**config.mk**
```make
export PLATFORM = sky130hd
export DESIGN_NAME = vga_stream_timing
export DESIGN_NICKNAME = d
export VERILOG_FILES = /design/src/rtl/vga_pkg.sv /design/src/rtl/vga_axis_counter.sv /design/src/rtl/vga_stream_timing.sv
export SDC_FILE = /design/constraint.sdc
export NUM_CORES = 1
export LEC_CHECK = 0
export ABC_CLOCK_PERIOD_IN_PS = 3400
export BUFFER_PORTS_ARGS = -buffer_cell sky130_fd_sc_hd__buf_2
export CAP_MARGIN = 20
export CORE_MARGIN = 5
export CORE_UTILIZATION = 44
export DETAILED_ROUTE_END_ITERATION = 7
export PLACE_DENSITY = 0.69
export SYNTH_ARGS = -nofsm -noshare
export SYNTH_HDL_FRONTEND = slang
export SYNTH_HIERARCHICAL = 1
export SYNTH_SLANG_ARGS = --single-unit
export TNS_END_PERCENT = 10
```
**constraint.sdc**
```tcl
create_clock -name pixel_clk -period 3.4 [get_ports pixel_clk]
set_input_delay 0.85 -clock pixel_clk [delete_from_list [all_inputs] [get_ports pixel_clk]]
set_output_delay 0.85 -clock pixel_clk [all_outputs]
set_load 0.1 [all_outputs]
```
**src/rtl/vga_pkg.sv**
```systemverilog
// Shared types and helpers for the VGA stream timing block.
//   vga_timing_t : per-axis timing (display, front porch, pulse, back porch)
//   total()      : full period of one axis
//   blank_len()  : number of non-display counts before the active region
//   WHITE/BLACK  : single-bit colour levels, replicated to any pixel width
//   UF_CNT_W     : width of the saturating underflow counter
package vga_pkg;

    typedef struct packed {
        int unsigned disp;
        int unsigned fp;
        int unsigned pulse;
        int unsigned bp;
    } vga_timing_t;

    typedef enum logic [1:0] {
        ST_IDLE  = 2'd0,
        ST_RUN   = 2'd1,
        ST_DRAIN = 2'd2
    } vga_state_t;

    localparam int   UF_CNT_W = 16;
    localparam logic WHITE    = 1'b1;
    localparam logic BLACK    = 1'b0;

    function automatic int unsigned total(input vga_timing_t t);
        return t.disp + t.fp + t.pulse + t.bp;
    endfunction

    function automatic int unsigned blank_len(input vga_timing_t t);
        return t.fp + t.pulse + t.bp;
    endfunction

endpackage

```
**src/rtl/vga_axis_counter.sv**
```systemverilog
// One axis (horizontal or vertical) of the video timing.
// Counts 0..TOTAL-1 and decodes the sync and active regions; the line order
// is front porch, sync pulse, back porch, then the display area.
// Ports:
//   clk       clock
//   rst_n     synchronous active-low reset
//   clr       hold the counter at 0 (takes priority over adv)
//   adv       advance one step this cycle
//   cnt       current count
//   tc        count is at TOTAL-1 (wraps on the next advance)
//   in_sync   count lies in the sync pulse
//   in_active count lies in the display area
module vga_axis_counter
    import vga_pkg::*;
#(
    parameter int unsigned DISP  = 800,
    parameter int unsigned FP    = 40,
    parameter int unsigned PULSE = 48,
    parameter int unsigned BP    = 40,
    parameter int          W     = $clog2(DISP + FP + PULSE + BP)
) (
    input  logic         clk,
    input  logic         rst_n,
    input  logic         clr,
    input  logic         adv,
    output logic [W-1:0] cnt,
    output logic         tc,
    output logic         in_sync,
    output logic         in_active
);

    localparam vga_timing_t T     = '{disp: DISP, fp: FP, pulse: PULSE, bp: BP};
    localparam int unsigned TOTAL = total(T);
    localparam int unsigned BLK   = blank_len(T);

    localparam logic [W-1:0] LAST    = W'(TOTAL - 1);
    localparam logic [W-1:0] SYNC_LO = W'(FP);
    localparam logic [W-1:0] SYNC_HI = W'(FP + PULSE);
    localparam logic [W-1:0] ACT_LO  = W'(BLK);

    logic [W-1:0] cnt_reg;

    always_ff @(posedge clk) begin
        if (!rst_n || clr) begin
            cnt_reg <= '0;
        end else if (adv) begin
            cnt_reg <= tc ? '0 : cnt_reg + W'(1);
        end
    end

    assign cnt       = cnt_reg;
    assign tc        = (cnt_reg == LAST);
    assign in_sync   = (cnt_reg >= SYNC_LO) && (cnt_reg < SYNC_HI);
    assign in_active = (cnt_reg >= ACT_LO);

endmodule

```
**src/rtl/vga_stream_timing.sv**
```systemverilog
// Video timing generator and pixel-stream sink for the LCD/VGA output.
// Generates HS/VS/BLANK from parametrised porch/pulse timing, pulls pixels
// from an upstream valid/ready stream during the active region, substitutes
// UF_COLOR and counts an underflow whenever a pixel is missing, and pulses
// sof so the framebuffer reader can realign. Timing never stalls.
// Ports:
//   pixel_clk, pixel_rst_n  clock and synchronous active-low reset
//   enable                  run request; dropping it finishes the frame first
//   pix_data/pix_valid      upstream pixel stream
//   pix_ready               pixel consumed this cycle (combinational)
//   test_mode               grid pattern select (only with VGA_TEST_PATTERN_EN)
//   uf_clr                  clear the sticky underflow flag
//   HS, VS, BLANK, RGB, sof registered video outputs (BLANK=1 on active pixels)
//   underflow, uf_count     sticky flag and saturating count of missing pixels
//   busy                    frame in progress
// Optional build macro: VGA_TEST_PATTERN_EN adds the internal grid pattern.
module vga_stream_timing
    import vga_pkg::*;
#(
    parameter int unsigned HDISP  = 800,
    parameter int unsigned VDISP  = 480,
    parameter int unsigned HFP    = 40,
    parameter int unsigned HPULSE = 48,
    parameter int unsigned HBP    = 40,
    parameter int unsigned VFP    = 13,
    parameter int unsigned VPULSE = 3,
    parameter int unsigned VBP    = 29,
    parameter logic        HS_POL = 1'b0,
    parameter logic        VS_POL = 1'b0,
    parameter int          PIX_W  = 24,
    parameter logic [PIX_W-1:0] UF_COLOR = PIX_W'(24'hFF00FF)
) (
    input  logic                pixel_clk,
    input  logic                pixel_rst_n,
    input  logic                enable,
    input  logic [PIX_W-1:0]    pix_data,
    input  logic                pix_valid,
    output logic                pix_ready,
    input  logic                test_mode,
    input  logic                uf_clr,
    output logic                HS,
    output logic                VS,
    output logic                BLANK,
    output logic [PIX_W-1:0]    RGB,
    output logic                sof,
    output logic                underflow,
    output logic [UF_CNT_W-1:0] uf_count,
    output logic                busy
);

    localparam vga_timing_t H_T    = '{disp: HDISP, fp: HFP, pulse: HPULSE, bp: HBP};
    localparam vga_timing_t V_T    = '{disp: VDISP, fp: VFP, pulse: VPULSE, bp: VBP};
    localparam int          HW     = $clog2(total(H_T));
    localparam int          VW     = $clog2(total(V_T));

    vga_state_t    state_reg, state_next;
    logic [HW-1:0] h_cnt;
    logic [VW-1:0] v_cnt;
    logic          h_tc, v_tc, h_sync, v_sync, h_active, v_active;
    logic          counting, active, frame_end;
    logic          test_path, grid_hit;

    logic                hs_reg, hs_next, vs_reg, vs_next;
    logic                blank_reg, blank_next, sof_reg, sof_next;
    logic [PIX_W-1:0]    rgb_reg, rgb_next;
    logic                underflow_reg, underflow_next;
    logic [UF_CNT_W-1:0] uf_count_reg, uf_count_next;

    // Counters sit at (0,0) while idle so the first counted pixel after
    // enable is always the frame origin.
    assign counting  = (state_reg != ST_IDLE);
    assign active    = h_active && v_active;
    assign frame_end = h_tc && v_tc;

    vga_axis_counter #(
        .DISP(HDISP), .FP(HFP), .PULSE(HPULSE), .BP(HBP), .W(HW)
    ) u_h_axis (
        .clk(pixel_clk), .rst_n(pixel_rst_n), .clr(~counting), .adv(counting),
        .cnt(h_cnt), .tc(h_tc), .in_sync(h_sync), .in_active(h_active)
    );

    vga_axis_counter #(
        .DISP(VDISP), .FP(VFP), .PULSE(VPULSE), .BP(VBP), .W(VW)
    ) u_v_axis (
        .clk(pixel_clk), .rst_n(pixel_rst_n), .clr(~counting), .adv(counting && h_tc),
        .cnt(v_cnt), .tc(v_tc), .in_sync(v_sync), .in_active(v_active)
    );

`ifdef VGA_TEST_PATTERN_EN
    localparam int unsigned HBLK = blank_len(H_T);
    localparam int unsigned VBLK = blank_len(V_T);
    logic [3:0] h_off, v_off;

    // Position within the display area, modulo 16: one white line every 16.
    assign h_off     = 4'(32'(h_cnt) - 32'(HBLK));
    assign v_off     = 4'(32'(v_cnt) - 32'(VBLK));
    assign grid_hit  = (h_off == 4'd0) || (v_off == 4'd0);
    assign test_path = test_mode;
`else
    // test_mode has no effect in this build.
    assign grid_hit  = 1'b0;
    assign test_path = test_mode & 1'b0;
`endif

    assign pix_ready = counting && active && !test_path;

    always_ff @(posedge pixel_clk) begin
        if (!pixel_rst_n) begin
            state_reg <= ST_IDLE;
        end else begin
            state_reg <= state_next;
        end
    end

    always_comb begin
        state_next = state_reg;
        case (state_reg)
            ST_IDLE:  if (enable) state_next = ST_RUN;
            // Dropping enable on the very last count needs no drain frame.
            ST_RUN:   if (!enable) state_next = frame_end ? ST_IDLE : ST_DRAIN;
            ST_DRAIN: if (frame_end) state_next = enable ? ST_RUN : ST_IDLE;
            default:  state_next = ST_IDLE;
        endcase
    end

    // Output stage: everything is decoded from the current counter state and
    // registered, so all outputs trail the counters by one cycle.
    always_comb begin
        hs_next        = ~HS_POL;
        vs_next        = ~VS_POL;
        blank_next     = 1'b0;
        sof_next       = 1'b0;
        rgb_next       = {PIX_W{BLACK}};
        underflow_next = underflow_reg;
        uf_count_next  = uf_count_reg;

        // A fresh underflow below overrides the clear.
        if (uf_clr) underflow_next = 1'b0;

        if (counting) begin
            if (h_sync) hs_next = HS_POL;
            if (v_sync) vs_next = VS_POL;
            blank_next = active;
            sof_next   = (h_cnt == '0) && (v_cnt == '0);
            if (pix_ready) begin
                if (pix_valid) begin
                    rgb_next = pix_data;
                end else begin
                    rgb_next       = UF_COLOR;
                    underflow_next = 1'b1;
                    if (uf_count_reg != {UF_CNT_W{1'b1}}) begin
                        uf_count_next = uf_count_reg + UF_CNT_W'(1);
                    end
                end
            end else if (active && test_path && grid_hit) begin
                rgb_next = {PIX_W{WHITE}};
            end
        end
    end

    always_ff @(posedge pixel_clk) begin
        if (!pixel_rst_n) begin
            hs_reg        <= ~HS_POL;
            vs_reg        <= ~VS_POL;
            blank_reg     <= 1'b0;
            sof_reg       <= 1'b0;
            rgb_reg       <= '0;
            underflow_reg <= 1'b0;
            uf_count_reg  <= '0;
        end else begin
            hs_reg        <= hs_next;
            vs_reg        <= vs_next;
            blank_reg     <= blank_next;
            sof_reg       <= sof_next;
            rgb_reg       <= rgb_next;
            underflow_reg <= underflow_next;
            uf_count_reg  <= uf_count_next;
        end
    end

    assign HS        = hs_reg;
    assign VS        = vs_reg;
    assign BLANK     = blank_reg;
    assign RGB       = rgb_reg;
    assign sof       = sof_reg;
    assign underflow = underflow_reg;
    assign uf_count  = uf_count_reg;
    assign busy      = counting;

endmodule

```
==> reports/metrics.cfg, run 1 <==
[clock_tree]
cts.sinks=67
clk_latency_ns=0.35
cts_tree=yes
holdBufCountCts=0
cts_root_buffer=clkbuf_8
h-tree-depth=3
cts_buffers=9
clk_pin_slew_worst_paths_ns=0.08
cts_setup_buffers=0
cts_resized=0
cts_buffer_depth=2

[cells_and_area]
nNetsFinal=421
fin_cells=467
diodes=0
drive_gt1_frac=0.274
area_growth_syn_to_layout_pct=22.3
largest_reg_flops=24
utilization=0.555

[timing]
worst_pin_slew_ns=0.651
setup_slack_ns=0.286
finalSetupTns_ns=0
post-route-period-util=0.916
rsz0062_at_grt=no
fmax_mhz=321
period_needed_ns=3.11
skew_ns=0.00642
max_slew_margin=0.565
setup_viol=0
slew_violations=0
finalHoldViolCount=0
whs_ns=0.479

[floorplanning]
num_rows=29
core_area_um2=6350
io_pins=77
die_h_um=90.9
dieWidth_um=90.9
die-area_um2=8270
initial_core_util=0.454

[logic_synthesis]
synth_top_family_by_area=simple AND/OR/NAND/NOR gates
synth_seq_cells=67
synth_top_area_cell=dfxtp_1
synth_top_area_share=0.465
synth_cell_types=45
synth_edf_count=0
synth_nets=342
synthArstFlopShare=0
synth_area_leaders=dfxtp_1, o21a_1, a21oi_1, and3_1, nor2_1
synth_compound_area_frac=0.152
yosys.area_share.xor_xnor=0.0395
synth_fa_ha_area_frac=0.0261
avgSynthCellArea_um2=9.42
synth_mux_area_frac=0.0208
postSynthCellCount=306
yosys_warnings=6
synth_most_common_cell=dfxtp_1
synth_ff_type=dfxtp_1
post_synth_instance_area_um2=2880
synth-simple-area-share=0.256
ys_seq_area_frac=0.465
yosys-top-cells-count=dfxtp_1, nor2_1, nand2_1

[placed_design]
portBuffers=75
hpwlAfterDp_um=4520
gp_congestion=0.796
post-place-cells=451
dpl_worst_slack_ns=0.667

[status]
status=finished, final reports clean

[global_route]
antenna_found_initial=0
track_usage=0.150
grt_max_degree=19
overflow=0
first_global_vias=2178
grt_pass1_wl_um=10100

[worst_setup_path]
required_ns=2.55
worstPathMaxFanout=5
startpoint_type=flop
cp.arrival_ns=2.26
worstSetupPathType=reg -> out
critPathCaptureType=output port

[routing]
num_vias=2431
via_per_inst=5.21
ant_nets=0
totalWireLength_um=6240
routedWlPerCell_um=13.4
drc=0
dr.pass1.iters=4
drt_iter0_drc=81

[worst_hold_path]
hp-class=reg -> reg

[power_and_ir_drop]
powerDensity_nw_per_um2=439
total_leakage_power_nw=1.48
ir_drop_v=0.000296

[flow_run]
cap_viol_max_count=0

==> final timing paths <==
check                                startpoint            to  slack, ns  cells past startpoint
worst max-delay path            u_v_axis/cnt[1]     pix_ready       0.29                      9
worst min-delay path                  underflow     underflow       0.48                      2
worst max register to register  u_v_axis/cnt[0]  uf_count[14]       0.79                      9
worst min register to register        underflow     underflow       0.48                      2
==> final cells by class <==
type / count / area [um^2]
Fill cell: 591 / 2830
Clock buffer: 9 / 124
Multi-Input combinational cell: 212 / 1420
Timing Repair Buffer: 77 / 390
Sequential cell: 67 / 1340
Tap cell: 77 / 96.3
Clock inverter: 7 / 82.6
Inverter: 18 / 67.6
==> cell usage in the layout (no fill, tap or decap), types with 3 or more instances in the layout <==
cell,count
a21oi_1,19
and3_1,15
buf_2,75
clkbuf_8,9
dfxtp_1,67
ha_1,6
inv_1,17
inv_6,3
mux2i_1,6
nand2_1,21
nand2b_1,5
nand3_1,8
nand4_1,10
nor2_1,23
nor4_1,7
o21a_1,16
o21ai_0,9
o31ai_1,10
or3_1,8
or4_1,9
xnor2_1,5
xor2_1,8
==> routing by layer <==
layer	GRT usage	part of all wire
met1	0.191	0.47
met2	0.222	0.44
met3	0.0458	0.069
met4	0.0905	0.025
met5	0	0
==> logic make-up (layout without fill, tap and decap cells) <==
logic type	count (synthesis)	after routing
AND/OR/NAND/NOR	125	125
flip-flops	67	67
AO/OA/AOI/OAI	62	62
buffers and inverters	27	111
XOR/XNOR	13	13
adder cells (fa/ha/maj)	6	6
multiplexers	6	6
==> worst max-delay path, cell delays in order (launching register included) <==
cell,delay [ns]
dfxtp_1,0.40
inv_1,0.08
ha_1,0.18
inv_1,0.05
a21oi_1,0.07
o21ai_0,0.13
or3b_2,0.48
o211ai_2,0.12
inv_1,0.11
buf_2,0.30
==> through the flow <==
step                power, mW  cell area (um^2)
floorplan               0.844              2880
global placement        0.869              3320
detailed placement      0.869              3320
CTS                      1.56              3520
global route             1.61              3520
finish                   1.55              3520
==> power breakdown <==
group          switching [mW]  leakage (nW)  internal, mW
registers             0.00252         0.540         0.786
logic                  0.0407         0.838        0.0205
clock network           0.345        0.0988         0.351
No activity file was read; power rests on OpenSTA's default activity.
==> inputs of run 2 (changes only) <==
--- a/config.mk
+++ b/config.mk
@@ -10,6 +10,7 @@
 export CAP_MARGIN = 20
 export CORE_MARGIN = 5
 export CORE_UTILIZATION = 44
+export CTS_BUF_LIST = sky130_fd_sc_hd__clkbuf_16
 export DETAILED_ROUTE_END_ITERATION = 7
 export PLACE_DENSITY = 0.69
 export SYNTH_ARGS = -nofsm -noshare
==> run 2 against run 1 <==
Critical path depth unchanged. Clock skew about the same. Register-to-register slack about the same. Cell count unchanged. Sequential cell count unchanged. Setup slack better by 0.038 ns. Utilization up 1.6 points. Design area up 2.9%. Combinational power about the same. Die area unchanged.
==> reports/metrics.cfg, run 2 (synthesized netlist as in run 1, its figures left out) <==
[timing]
fmax_mhz=325
finalSetupTns_ns=0
slew_violations=0
setup_viol=0
skew_ns=0.00669
max_slew_margin=0.570
worst_pin_slew_ns=0.642
finalHoldViolCount=0
period_needed_ns=3.08
rsz0062_at_grt=no
post-route-period-util=0.905

[clock_tree]
cts_buffers=9
clk_latency_ns=0.33
clk_pin_slew_worst_paths_ns=0.06
cts_buffer_depth=2
cts_tree=yes
h-tree-depth=3
cts_setup_buffers=0
cts.sinks=67
cts_resized=0
cts_root_buffer=clkbuf_16
holdBufCountCts=0

[flow_run]
cap_viol_max_count=0

[placed_design]
gp_congestion=0.796
placed_cell_area_um2=3320
portBuffers=75
hpwlAfterDp_um=4520
post-place-cells=451

[cells_and_area]
diodes=0
area_growth_syn_to_layout_pct=25.8
nNetsFinal=421
fillCellCount=573
multi_input_area_um2=1420
fin_cells=467
drive_gt1_frac=0.274
final_cell_mix=buf_2, dfxtp_1, nor2_1
finalInstanceArea_um2=3630
layout_commonest_cell=buf_2
largest_reg_flops=24
seq_area_um2=1340

[power_and_ir_drop]
powerDensity_nw_per_um2=497
clockPowerShare=0.528
ir_drop_v=0.000331
combPwrFrac=0.034
power_mw=1.80
p_seq_frac=0.439
p_int_mw=1.39
swShare=0.229
total_leakage_power_nw=1.52
p_sw_mw=0.413

[routing]
ant_nets=0
via_per_inst=5.23
totalWireLength_um=6280
dr.pass1.iters=4
drt_iter0_drc=67
drc=0
num_vias=2441
routedWlPerCell_um=13.5

[worst_setup_path]
required_ns=2.55
worstPathMaxFanout=5
cp.arrival_ns=2.23
critPathCaptureType=output port
reg2regPathDepth=9
startpoint_type=flop
worstSetupPathType=reg -> out
worstReg2RegEnd=uf_count[14]
r2r-start=u_v_axis/cnt[0]
reg2reg_slack_ns=0.79

[status]
status=finished, final reports clean

[global_route]
first_global_vias=2166
track_usage=0.150
overflow=0
grt_pass1_wl_um=10200
grt_max_degree=19
antenna_found_initial=0

[floorplanning]
core_area_um2=6350
die_h_um=90.9
initial_core_util=0.454
io_pins=77
die-area_um2=8270
num_rows=29
dieWidth_um=90.9

[worst_hold_path]
hp-start=underflow
hold_depth=2
hp-class=reg -> reg
whs_endpoint=underflow

[run 2: per-stage QoR]
step	setup slack [ns]	hold WS [ns]	utilization
global placement	0.714	0.462	0.523
floorplan	0.579	0.473	-
detailed placement	0.667	0.470	0.523
CTS	0.310	0.480	0.571
global route	0.168	0.512	0.571
finish	0.324	0.476	0.571
[run 2: area by class of cell]
| cell class | instances | share of cell area |
|---|---|---|
| repair buffers | 77 | 0.108 |
| multi-input cells | 212 | 0.392 |
| clock inverters | 7 | 0.0228 |
| inverters | 18 | 0.0186 |
| well taps | 77 | 0.0266 |
| flip-flops and latches | 67 | 0.370 |
| clock buffers | 9 | 0.0621 |
[run 2: worst max path at each step]
stage	start	to	slack, ns	depth (start not counted)
2_1_floorplan	u_v_axis/cnt[0]	uf_count[9]	0.58	10
3_3_place_gp	u_v_axis/cnt[1]	pix_ready	0.71	9
3_5_place_dp	u_v_axis/cnt[1]	pix_ready	0.67	9
4_1_cts	u_v_axis/cnt[1]	pix_ready	0.31	9
5_1_grt	u_v_axis/cnt[1]	pix_ready	0.17	9
6_report	u_v_axis/cnt[1]	pix_ready	0.32	9
[run 2: routing by layer]
layer | track usage | share of wire | up-vias
met3 | 0.0558 | 0.068 | 10
met2 | 0.225 | 0.44 | 58
met5 | 0 | 0 | -
li1 | - | - | 1264
met1 | 0.193 | 0.47 | 1109
met4 | 0.0648 | 0.018 | 0
[run 2: critical path, cell delays in order (launching register included)]
cell and delay, ns:
dfxtp_1 0.39, inv_1 0.08, ha_1 0.18, inv_1 0.05, a21oi_1 0.07, o21ai_0 0.14, or3b_2 0.48, o211ai_2 0.12
inv_1 0.10, buf_2 0.30
[run 2: power by group through the flow]
stage | sequential [mW] | clock (mW) | combinational (mW)
after floorplan | 0.813 | 0 | 0.0318
after global placement | 0.807 | 0 | 0.0619
after detailed placement | 0.808 | 0 | 0.0619
after CTS | 0.790 | 0.972 | 0.0622
after global routing | 0.790 | 1.02 | 0.0671
final | 0.790 | 0.950 | 0.0610
==> inputs of run 3 (changes only) <==
--- a/config.mk
+++ b/config.mk
@@ -9,10 +9,10 @@
 export BUFFER_PORTS_ARGS = -buffer_cell sky130_fd_sc_hd__buf_2
 export CAP_MARGIN = 20
 export CORE_MARGIN = 5
-export CORE_UTILIZATION = 44
+export CORE_UTILIZATION = 50
 export CTS_BUF_LIST = sky130_fd_sc_hd__clkbuf_16
 export DETAILED_ROUTE_END_ITERATION = 7
-export PLACE_DENSITY = 0.69
+export PLACE_DENSITY = 0.76
 export SYNTH_ARGS = -nofsm -noshare
 export SYNTH_HDL_FRONTEND = slang
 export SYNTH_HIERARCHICAL = 1
==> run 3 against run 2 <==
Critical path type unchanged. Clock skew is 0.00066 ns lower. Sequential share of layout area is 0.37 points higher. Sequential cell count stayed put. Setup slack worse by 0.049 ns. Worst hold slack worse by 0.0070 ns. Critical path depth stayed put. Via count is 1.8% higher. Die area is 11% lower. Non-clock buffer count stayed put.
==> reports/metrics.cfg, run 3 (synthesized netlist as in run 1, its figures left out) <==
[cells_and_area]
nNetsFinal=421
drive_gt1_frac=0.274
area_growth_syn_to_layout_pct=24.6
fillCellCount=459
final_cell_mix=buf_2, dfxtp_1, nor2_1
finalInstanceArea_um2=3590
largest_reg_flops=24
layout_commonest_cell=buf_2
diodes=0

[timing]
post-route-period-util=0.919
max_slew_margin=0.646
whs_ns=0.469
period_needed_ns=3.12
setup_slack_ns=0.275
rsz0062_at_grt=no
worst_pin_slew_ns=0.530
skew_ns=0.00603
slew_violations=0
setup_viol=0
fmax_mhz=320
finalSetupTns_ns=0
finalHoldViolCount=0

[floorplanning]
core_area_um2=5540
initial_core_util=0.520
dieWidth_um=85.9
num_rows=27
die-area_um2=7380
die_h_um=85.9
io_pins=77

[routing]
drt_iter0_drc=98
routedWlPerCell_um=14.2
dr.pass1.iters=5
drc=0
totalWireLength_um=6570
num_vias=2485
ant_nets=0
via_per_inst=5.38

[clock_tree]
cts_root_buffer=clkbuf_16
cts_resized=0
cts_buffer_depth=2
holdBufCountCts=0
cts_setup_buffers=0
h-tree-depth=3
clk_pin_slew_worst_paths_ns=0.05
cts_tree=yes
cts_buffers=9
clk_latency_ns=0.33
cts.sinks=67

[worst_setup_path]
critPathCaptureType=output port
cp.arrival_ns=2.27
required_ns=2.55
startpoint_type=flop
worstSetupPathType=reg -> out
worstPathMaxFanout=5
r2r-start=u_h_axis/cnt[0]
setup.worst_path.start=u_v_axis/cnt[1]

[worst_hold_path]
hp-start=underflow
hp-class=reg -> reg

[placed_design]
gp_congestion=0.807
placed_cell_area_um2=3310
hpwlAfterDp_um=4620
dpl_worst_slack_ns=0.675
portBuffers=75

[power_and_ir_drop]
p_int_mw=1.30
total_leakage_power_nw=1.50
powerDensity_nw_per_um2=473
p_seq_frac=0.465
ir_drop_v=0.000298
clockPowerShare=0.499
p_sw_mw=0.395
power_mw=1.70
combPwrFrac=0.036
swShare=0.233

[flow_run]
cap_viol_max_count=0

[global_route]
antenna_found_initial=0
first_global_vias=2409
grt_pass1_wl_um=11200
overflow=0
track_usage=0.188
grt_max_degree=26

[status]
status=finished, final reports clean

## run 3: changes by cell type in the layout (fill, tap and decap cells not counted), sizes merged
cell and change:
bufinv -1, clkinv +1, clkinvlp +2, inv -2
## run 3: worst max-delay path: stages, from the launching register on
cell and delay, ns:
dfxtp_1 0.40, inv_1 0.08, ha_1 0.18, inv_1 0.05
a21oi_1 0.06, o21ai_0 0.16, or3b_2 0.48, o211ai_2 0.12
inv_1 0.11, buf_2 0.31
## run 3: per-layer routing
layer | track usage | share of wire
met2 | 0.301 | 0.47
met3 | 0.0557 | 0.076
met5 | 0 | 0
met4 | 0.0676 | 0.014
met1 | 0.238 | 0.44
## run 3: final cells by class
cell class                      instances  area (um^2)  share of cell area
Multi-Input combinational cell        212         1420               0.396
Sequential cell                        67         1340               0.374
Timing Repair Buffer                   77          390               0.109
Clock buffer                            9          225              0.0627
Tap cell                               72         90.1              0.0251
Inverter                               18         67.6              0.0188
Clock inverter                          7         52.6              0.0146
## run 3: power groups by stage
stage / logic [mW] / clock network [mW] / registers (mW)
floorplan: 0.0318 / 0 / 0.813
global placement: 0.0615 / 0 / 0.807
detailed placement: 0.0622 / 0 / 0.808
CTS: 0.0627 / 0.864 / 0.790
global route: 0.0677 / 0.903 / 0.790
finish: 0.0615 / 0.847 / 0.790
## run 3: worst paths after layout
| kind | end | slack [ns] | cells past startpoint |
|---|---|---|---|
| min reg2reg | underflow | 0.47 | 2 |
| max | pix_ready | 0.28 | 9 |
| min | underflow | 0.47 | 2 |
| max reg2reg | u_v_axis/cnt[9] | 0.74 | 8 |
## run 3: stage by stage
step           utilization  std cells
4_1_cts              0.648        462
6_report             0.648        462
5_1_grt              0.648        462
3_3_place_gp         0.598        446
2_1_floorplan            -        306
3_5_place_dp         0.598        446
